==> config.mk <==
export PLATFORM = sky130hd
export DESIGN_NAME = team_06_audio_sample_buffer
export DESIGN_NICKNAME = d
export VERILOG_FILES = /design/src/rtl/team_06_audio_sample_buffer.sv
export SDC_FILE = /design/constraint.sdc
export NUM_CORES = 1
export LEC_CHECK = 0
export ABC_AREA = 1
export CAP_MARGIN = 20
export CORE_ASPECT_RATIO = 1.75
export CORE_MARGIN = 2
export CORE_UTILIZATION = 46
export CTS_BUF_LIST = sky130_fd_sc_hd__clkbuf_2 sky130_fd_sc_hd__clkbuf_4 sky130_fd_sc_hd__clkbuf_8
export DETAILED_ROUTE_END_ITERATION = 10
export DONT_BUFFER_PORTS = 1
export GPL_TIMING_DRIVEN = 1
export MAX_ROUTING_LAYER = met4
export SLEW_MARGIN = 20
export SYNTH_ARGS = -nofsm -noshare
export SYNTH_HDL_FRONTEND = slang
export SYNTH_SLANG_ARGS = --single-unit
==> constraint.sdc <==
create_clock -name clk -period 6.11 [get_ports clk]
set_input_delay 0.9165 -clock clk [delete_from_list [all_inputs] [get_ports clk]]
set_output_delay 0.9165 -clock clk [all_outputs]
set_load 0.01 [all_outputs]
==> src/rtl/team_06_audio_sample_buffer.sv <==
// Audio sample buffer: a FIFO filled by a producer and drained at a paced
// sample rate into a registered DAC sample. An empty FIFO at a tick plays
// midscale mute and sets a sticky underrun flag.
module team_06_audio_sample_buffer #(
  parameter int unsigned WIDTH = 8,
  parameter int unsigned DEPTH = 8,
  parameter int unsigned DIV_W = 16
) (
  input  logic                       clk,
  input  logic                       nrst,
  input  logic                       en,
  input  logic [DIV_W-1:0]           rate_div,
  input  logic [WIDTH-1:0]           in_data,
  input  logic                       in_valid,
  output logic                       in_ready,
  input  logic                       clr_underrun,
  output logic [WIDTH-1:0]           sample_out,
  output logic                       sample_strobe,
  output logic                       underrun,
  output logic [$clog2(DEPTH):0]     fill_level
);

  localparam int unsigned AW = $clog2(DEPTH);
  localparam int unsigned LW = AW + 1;
  localparam logic [WIDTH-1:0] MUTE = {1'b1, {(WIDTH-1){1'b0}}};

  logic [WIDTH-1:0] mem [DEPTH];
  logic [AW-1:0]    wr_ptr;
  logic [AW-1:0]    rd_ptr;
  logic [DIV_W-1:0] pace_cnt;

  logic fifo_empty;
  logic fifo_full;
  logic tick;
  logic push;
  logic pop;

  // Handshake, pacing tick and FIFO transfer qualifiers
  always_comb begin
    fifo_empty = (fill_level == LW'(0));
    fifo_full  = (fill_level == LW'(DEPTH));
    in_ready   = !fifo_full;
    tick       = en && (pace_cnt >= rate_div);
    push       = in_valid && !fifo_full;
    pop        = tick && !fifo_empty;
  end

  // Pacing counter: free-runs while enabled, reloads on tick or when paused
  always_ff @(posedge clk or negedge nrst) begin
    if (!nrst) begin
      pace_cnt <= '0;
    end else if (!en || tick) begin
      pace_cnt <= '0;
    end else begin
      pace_cnt <= pace_cnt + DIV_W'(1);
    end
  end

  // Sample storage; contents are don't-care until written
  always_ff @(posedge clk) begin
    if (push) begin
      mem[wr_ptr] <= in_data;
    end
  end

  // Read/write pointers wrap naturally at the power-of-two depth
  always_ff @(posedge clk or negedge nrst) begin
    if (!nrst) begin
      wr_ptr <= '0;
      rd_ptr <= '0;
    end else begin
      if (push) begin
        wr_ptr <= wr_ptr + AW'(1);
      end
      if (pop) begin
        rd_ptr <= rd_ptr + AW'(1);
      end
    end
  end

  // Occupancy tracking; simultaneous push and pop leaves it unchanged
  always_ff @(posedge clk or negedge nrst) begin
    if (!nrst) begin
      fill_level <= '0;
    end else begin
      unique case ({push, pop})
        2'b10:   fill_level <= fill_level + LW'(1);
        2'b01:   fill_level <= fill_level - LW'(1);
        default: fill_level <= fill_level;
      endcase
    end
  end

  // Output sample: FIFO head on tick, mute when the FIFO was empty
  always_ff @(posedge clk or negedge nrst) begin
    if (!nrst) begin
      sample_out    <= MUTE;
      sample_strobe <= 1'b0;
    end else begin
      sample_strobe <= tick;
      if (tick) begin
        sample_out <= fifo_empty ? MUTE : mem[rd_ptr];
      end
    end
  end

  // Sticky underrun; a new underrun wins over a same-cycle clear
  always_ff @(posedge clk or negedge nrst) begin
    if (!nrst) begin
      underrun <= 1'b0;
    end else if (tick && fifo_empty) begin
      underrun <= 1'b1;
    end else if (clr_underrun) begin
      underrun <= 1'b0;
    end
  end

endmodule

Word level (Yosys, flattened, before mapping)

Memories as Yosys holds them, arrays and structs flattened.
Index checks and enable logic that the tools add are counted.
W data, S select, Z words.

Reductions and logical operators: 11
Equality and inequality tests: 3
Muxes and demuxes: 7
Add/sub/neg operators: 5
Order comparisons: 1

Operators with widths:

| operator                | count |
|---|---|
| $add A16 B1 Y16 const B | 1 |
| $ge A16 B16 Y1          | 1 |
| $mux W16                | 1 |
| $mux W8                 | 1 |
| $pmux W4 S2             | 1 |
| $add A3 B1 Y3 const B   | 2 |
| $add A4 B1 Y4 const B   | 1 |
| $eq A4 B4 Y1 const B    | 1 |
| $logic_and A1 B1 Y1     | 4 |
| $logic_not A4 Y1        | 1 |
| $mux W1                 | 4 |
| $reduce_bool A2 Y1      | 2 |
| $sub A4 B1 Y4 const B   | 1 |
| $logic_not A1 Y1        | 3 |
| $eq A2 B1 Y1 const B    | 1 |
| $eq A2 B2 Y1 const B    | 1 |
| $logic_or A1 B1 Y1      | 1 |

Output and inout bits: 15
Memories: 1
Memory bits (writable): 64
Register bits: 36
Bits of input ports: 29

Memory list:

| name | depth | bits a word | read ports | clocked after memory_dff | write ports | line | RTL |
|---|---|---|---|---|---|---|---|
| mem  | 8     | 8           | 1          | 0                        | 1           | 27   | `logic [WIDTH-1:0] mem [DEPTH];` |

Longest topological paths before layout

Gate-level depths: netlist of run 1.

Word-level depth: 5
Mapped depth: 22
Depth with buffers taken out: 22

Worst setup path after synthesis of run 1

Ideal clock, no wire load.

Path type: input port to flip-flop
Start: input rate_div[11]
End: register fill_level[3]
Stages on the path: 17
Library setup time: 0.122 ns
Data required time: 5.988 ns
Arrival time: 2.932 ns
Path slack: 3.056 ns
Path through: inv_1 ha_1 a21oi_1 o21ai_1 a21oi_2 nand2_2 nand3_1 inv_1 ha_1 ha_1 nand2_1 nand2_1 a21oi_1 nor2_1 nor2_1 nand2_1 xor2_1

Cells in the longest elaborated chain, start to end: 5

Ends and longest elaborated chain:

| what                                                     | line | RTL |
|---|---|---|
| from (decl)                                              | 12   | `input logic [DIV_W-1:0] rate_div,` |
| $ge A16 B16 Y1 (*)                                       | 43   | `tick = en && (pace_cnt >= rate_div);` |
| $logic_and A1 B1 Y1 (*)                                  | 43   |  |
| $logic_and A1 B1 Y1 (*)                                  | 45   | `pop = tick && !fifo_empty;` |
| named net pop                                            | 36   | `logic pop;` |
| $eq A2 B1 Y1 / $eq A2 B2 Y1 (equally long branches)      | 86   | `unique case ({push, pop})` |
| $pmux W4 S2 / $reduce_bool A2 Y1 (equally long branches) | --   |  |
| to (signal assigned)                                     | 87   | `2'b10: fill_level <= fill_level + LW'(1);` |
| to (signal assigned)                                     | 88   | `2'b01: fill_level <= fill_level - LW'(1);` |
| to (signal assigned)                                     | 89   | `default: fill_level <= fill_level;` |
| to (decl)                                                | 20   | `output logic [$clog2(DEPTH):0] fill_level` |

Mark *: on every way through the listed nets, which the timed path passes. The rest lies on a longest branch.
A chain may end at the register's enable or synchronous reset.

Worst setup path after layout of run 1

Start: input rate_div[3]
End: register fill_level[3]

Same word-level chain as after synthesis.

==> flow_metrics.tcl, run 1 <==
set metrics [dict create \
    fillers 990 \
    avgViaCountPerCell 5.18 \
    crit_top_cell "nand2_1" \
    cp-startpoint "rate_div[3]" \
    tightest_slew_ns 0.978 \
    finalPower_mw 1.54 \
    worstPathCellList "inv_1 > ha_1 > nand2_1 > nor2_1 > nor2_1 > nand2_1 > nand2_1 > nand2_1 > nand2_1 > nand2_2 > nand3_1 > inv_1 > ha_1 > ha_1 > nand2_1 > nand2_1 > a21oi_1 > nor2_1 > nor2_1 > nand2_1 > xor2_1" \
    fin_area_um2 5050 \
    reg2reg_from "pace_cnt[2]$_DFF_PN0_" \
    wl_per_cell_um 15.5 \
    place_inst 592 \
    dp_slack_ns 2.77 \
    num_rows 49 \
    cp.required_ns 6.38 \
    cp_max_fo 5 \
    grt_first_pass_wirelength_um 15400 \
    power.density_nw_per_um2 305 \
    cp-end-kind "flip-flop" \
    slew_viol_final 0 \
    postLayoutCoreUtil_pct 49.7 \
    dr.first_iter.drc_count 156 \
    grt_pass1_vias 3108 \
    hold_slack_ns 0.227 \
    synth_nets 530 \
    port_buffers 0 \
    numCtsBuffers 9 \
    place.gp.congestion 0.787 \
    ctsResizeCount 0 \
    top_level_ports 44 \
    antenna_cells 0 \
    layout_common_cells "nand2_1, edfxtp_1, nand3_1" \
    worst_slack_ns 3.18 \
    rsz0062_at_grt "no" \
    max-vdd-ir-drop_uv 153 \
    via_count 3149 \
    wl_um 9430 \
    cts_sinks 100 \
    drive_above_1_share_pct 9.15 \
    die_w_um 80.9 \
    grt_antenna_before_repair 0 \
    holdBufCountCts 0 \
    grt_max_degree 37 \
    place_area_um2 4860 \
    layout_commonest_cell "nand2_1" \
    syn_area_per_cell_um2 9.97 \
    cp-start-kind "primary input" \
    dp_hpwl_um 6660 \
    fin_nets 528 \
    ant_nets 0 \
    syn_area_um2 4770 \
    clock.fmax_ghz 0.342 \
    ys_types 33 \
    setup_tns_ns 0 \
    synth_cells 478 \
    dr.pass1.iters 4 \
    dieArea_um2 11200 \
    cts_root_buf "clkbuf_8" \
    hp-class "primary input to async pin" \
    overflow 0 \
    yosysWarnings 0 \
    clock_latency_ns 0.37 \
    path_clk_slew_ns 0.09 \
    cp.arrival_ns 3.19 \
    maxCapViolations 0 \
    fin_worst_skew_ns 0.00951 \
    area_delta_synth_final_pct 6.06 \
    setup_viol 0 \
    status "completed" \
    timing.slew.headroom_pct 34.6 \
    layout_min_cycle_time_ns 2.93 \
    ys_ff_latch 100 \
    cts_tree "yes" \
    initial_core_util_pct 46.8 \
    cts_max_level 3 \
    max_stage_delay_ns 0.29 \
    p_leak_nw 2.22 \
    critPathSlowestCell "ha_1" \
    grt.total_usage_pct 19.0 \
    fin_crit_sh_pct 47.9 \
    synth_seq_area_share_pct 59.3 \
    critical_path_class "primary input to flip-flop" \
    final_cells 608 \
    clockBufferDepth 2 \
    core_um2 10200 \
    route.detailed.drc 0 \
    die_y_um 139 \
    post_cts_buffers 0 \
    finalHoldViolCount 0 \
]
-- power breakdown --
| group | internal (mW) | switching, mW | leakage (nW) |
|---|---|---|---|
| combinational | 0.0758 | 0.175 | 1.06 |
| clock | 0.191 | 0.231 | 0.100 |
| sequential | 0.817 | 0.0541 | 1.06 |
-- routing by layer --
layer  global-route usage (%)  routed length (um)  vias to the layer above
met4                     10.9                 394                        0
met3                     3.71                 424                       27
met2                     32.2                5120                       81
met1                     20.0                3490                     1473
li1                         -                   -                     1568
met5                        -                   0                        -
-- worst max-delay path: cells and delay by family --
family / cells / cell delay (ns)
AOI/OAI and AO/OA: 1 / 0.15
xor gates and xnor gates: 1 / 0.13
adders and majority gates: 3 / 0.79
buffers and inverters: 2 / 0.09
and+or+nand+nor: 14 / 1.09
-- registers in the layout, summed over array words and instances (netlist names) --
| signal | count |
|---|---|
| sample_strobe | 1 |
| wr_ptr | 3 |
| fill_level | 4 |
| mem | 64 |
| rd_ptr | 3 |
| sample_out | 8 |
| pace_cnt | 16 |
| underrun | 1 |
-- final timing paths --
path	endpoint	slack, ns	cells past startpoint
max	fill_level[3]$_DFFE_PN0P_	3.18	21
min	pace_cnt[2]$_DFF_PN0_	0.23	0
max reg2reg	fill_level[3]$_DFFE_PN0P_	3.30	20
min reg2reg	pace_cnt[0]$_DFF_PN0_	0.51	1
max in group asynchronous	sample_out[7]$_DFFE_PN1P_	5.70	0
min in group clk	pace_cnt[0]$_DFF_PN0_	0.51	1
-- cell usage after synthesis, drive strengths merged --
master  instances  share of area, %
a21oi           8              0.92
a31oi           2              0.26
and3            1              0.13
buf            13               1.4
clkbuf          1             0.079
dfrtp          35                18
dfstp           1              0.55
edfxtp         64                40
fa              1              0.42
ha             22               5.8
inv            48               3.8
nand2         144                12
nand3          61               6.7
nand4           5              0.66
nor2           39               3.5
nor3            5              0.76
o21a            1              0.16
o21ai          15               2.3
or2             1              0.13
xnor2           2              0.37
xor2            9               1.7
-- cells by family after synthesis --
family,count (synthesis),synth area share (%)
compound gates,26,3.62
simple gates,256,23.6
buf+inv,62,5.30
flops,100,59.3
xor+xnor,11,2.02
fa+ha+maj,23,6.20
-- layout make-up --
| type | instances | area (um2) | share of cell area [%] |
|---|---|---|---|
| multi-input cells | 316 | 1690 | 33.4 |
| clock inverters | 7 | 71.3 | 1.41 |
| well taps | 127 | 159 | 3.14 |
| inverters | 48 | 180 | 3.56 |
| repair buffers | 1 | 7.51 | 0.149 |
| flip-flops and latches | 100 | 2820 | 55.9 |
| clock buffers | 9 | 124 | 2.45 |
(Power assumes the default switching activity.)
==> run 2, diff against run 1 <==
clock period = 3 ns   (was 6.11 ns; I/O delays follow)
==> run 2 against run 1 <==
Power is 110% higher. Utilization grew 1.6 points. Setup slack lost 2.9 ns. Cell count increased by 2.0%. Largest cell class unchanged. Critical path type is now flip-flop to flip-flop.
==> flow_metrics.tcl, run 2 (synthesis gave the netlist of run 1 again) <==
set metrics [dict create \
    core_um2 10200 \
    post_cts_buffers 0 \
    place.gp.congestion 0.797 \
    die_w_um 80.9 \
    setup_tns_ns 0 \
    fin_crit_sh_pct 89.4 \
    overflow 0 \
    dp_hpwl_um 6840 \
    rsz0062_at_grt "no" \
    status "completed" \
    cp.arrival_ns 2.94 \
    grt_first_pass_wirelength_um 15500 \
    fin_nets 540 \
    route.detailed.drc 0 \
    power.density_nw_per_um2 632 \
    crit_buf_inv 1 \
    layout_commonest_cell "nand2_1" \
    die_y_um 139 \
    regMostFlops "mem" \
    ant_nets 0 \
    maxCapViolations 0 \
    finalPower_mw 3.29 \
    finalHoldViolCount 0 \
    clock.fmax_ghz 0.373 \
    cts_max_level 3 \
    wl_um 9640 \
    num_rows 49 \
    initial_core_util_pct 46.8 \
    via_count 3201 \
    wl_per_cell_um 15.6 \
    grt_max_degree 37 \
    layout_min_cycle_time_ns 2.68 \
    clock_latency_ns 0.36 \
    cp.required_ns 3.26 \
    dr.pass1.iters 4 \
    cts_sinks 100 \
    critical_path_class "flip-flop to flip-flop" \
    max_stage_delay_ns 0.43 \
    critPathSlowestCell "dfrtp_1" \
    drive_above_1_share_pct 12.0 \
    place_inst 602 \
    largest_reg_flops 64 \
    grt_antenna_before_repair 0 \
    dieArea_um2 11200 \
    cts_tree "yes" \
    final_cells 620 \
    fin_worst_skew_ns 0.0126 \
    cp-end-kind "flip-flop" \
    timing.slew.headroom_pct 63.1 \
    dp_slack_ns 0.153 \
    cts_root_buf "clkbuf_8" \
    cp-start-kind "flip-flop" \
    hold_slack_ns 0.173 \
    worstPathCellList "ha_1 > a21oi_1 > o21ai_1 > a21oi_2 > nand2_4 > nand3_2 > inv_1 > ha_1 > ha_1 > nand2_1 > nand2_1 > a21oi_2 > nor2_1 > nor2_1 > nand2_1 > xor2_1" \
    area_delta_synth_final_pct 9.43 \
    p_leak_nw 2.30 \
    slew_viol_final 0 \
    antenna_cells 0 \
    max-vdd-ir-drop_uv 404 \
    path_clk_slew_ns 0.10 \
    grt_pass1_vias 3205 \
    numCtsBuffers 9 \
    tightest_slew_ns 0.553 \
    clockBufferDepth 2 \
    port_buffers 0 \
    worst_slack_ns 0.319 \
    grt.total_usage_pct 19.2 \
    avgViaCountPerCell 5.16 \
    layout_common_cells "nand2_1, edfxtp_1, nand3_1" \
    top_level_ports 44 \
    reg_top3 "mem x64, pace_cnt x16, sample_out x8" \
    cp_max_fo 5 \
    dr.first_iter.drc_count 135 \
    hp-class "primary input to flip-flop" \
    crit_family "adder cells" \
    setup_viol 0 \
]
[run 2: final cells by class]
type	instances	area (um2)
Timing Repair Buffer	13	113
Fill cell	949	4960
Sequential cell	100	2830
Inverter	48	180
Tap cell	127	159
Multi-Input combinational cell	316	1710
Clock buffer	9	124
Clock inverter	7	109
[run 2: path summary, 6_finish.rpt]
kind | from | endpoint | slack, ns | cells past startpoint
setup / recovery | pace_cnt[11]$_DFF_PN0_ | fill_level[3]$_DFFE_PN0P_ | 0.32 | 16
hold reg to reg | pace_cnt[0]$_DFF_PN0_ | pace_cnt[0]$_DFF_PN0_ | 0.51 | 1
max in group asynchronous | nrst | sample_out[7]$_DFFE_PN1P_ | 2.20 | 2
hold / removal | in_data[6] | mem[0][6]$_DFFE_PP_ | 0.17 | 0
setup reg to reg | pace_cnt[11]$_DFF_PN0_ | fill_level[3]$_DFFE_PN0P_ | 0.32 | 16
min in group asynchronous | nrst | pace_cnt[0]$_DFF_PN0_ | 0.55 | 2
[run 2: timing repair]
item                                    CTS  global route
endpoints found under the setup margin    0             1
endpoints found under the hold margin    36             0
resized for setup                         0             5
hold buffers                              2             0
[run 2: per-layer routing]
metal / routed length, um / global-route usage, % / part of all wire (%) / up-vias
met5: 0 / - / 0 / -
met4: 87 / 7.14 / 0.90 / 0
met3: 469 / 4.23 / 4.9 / 6
met2: 5480 / 34.8 / 57 / 70
met1: 3610 / 19.7 / 37 / 1531
li1: - / - / - / 1594
[run 2: power by group]
part / leakage, nW / internal (mW) / total (mW) / switching, mW
Clock: 0.117 / 0.483 / 0.959 / 0.476
Sequential: 1.06 / 1.66 / 1.77 / 0.107
Combinational: 1.13 / 0.192 / 0.568 / 0.376
[run 2: stage by stage]
step | cell area (um2) | util, %
after global placement | 4930 | 48.5
after global routing | 5220 | 51.2
final | 5220 | 51.2
after floorplan | 4770 | -
after CTS | 5200 | 51.1
after detailed placement | 4930 | 48.5
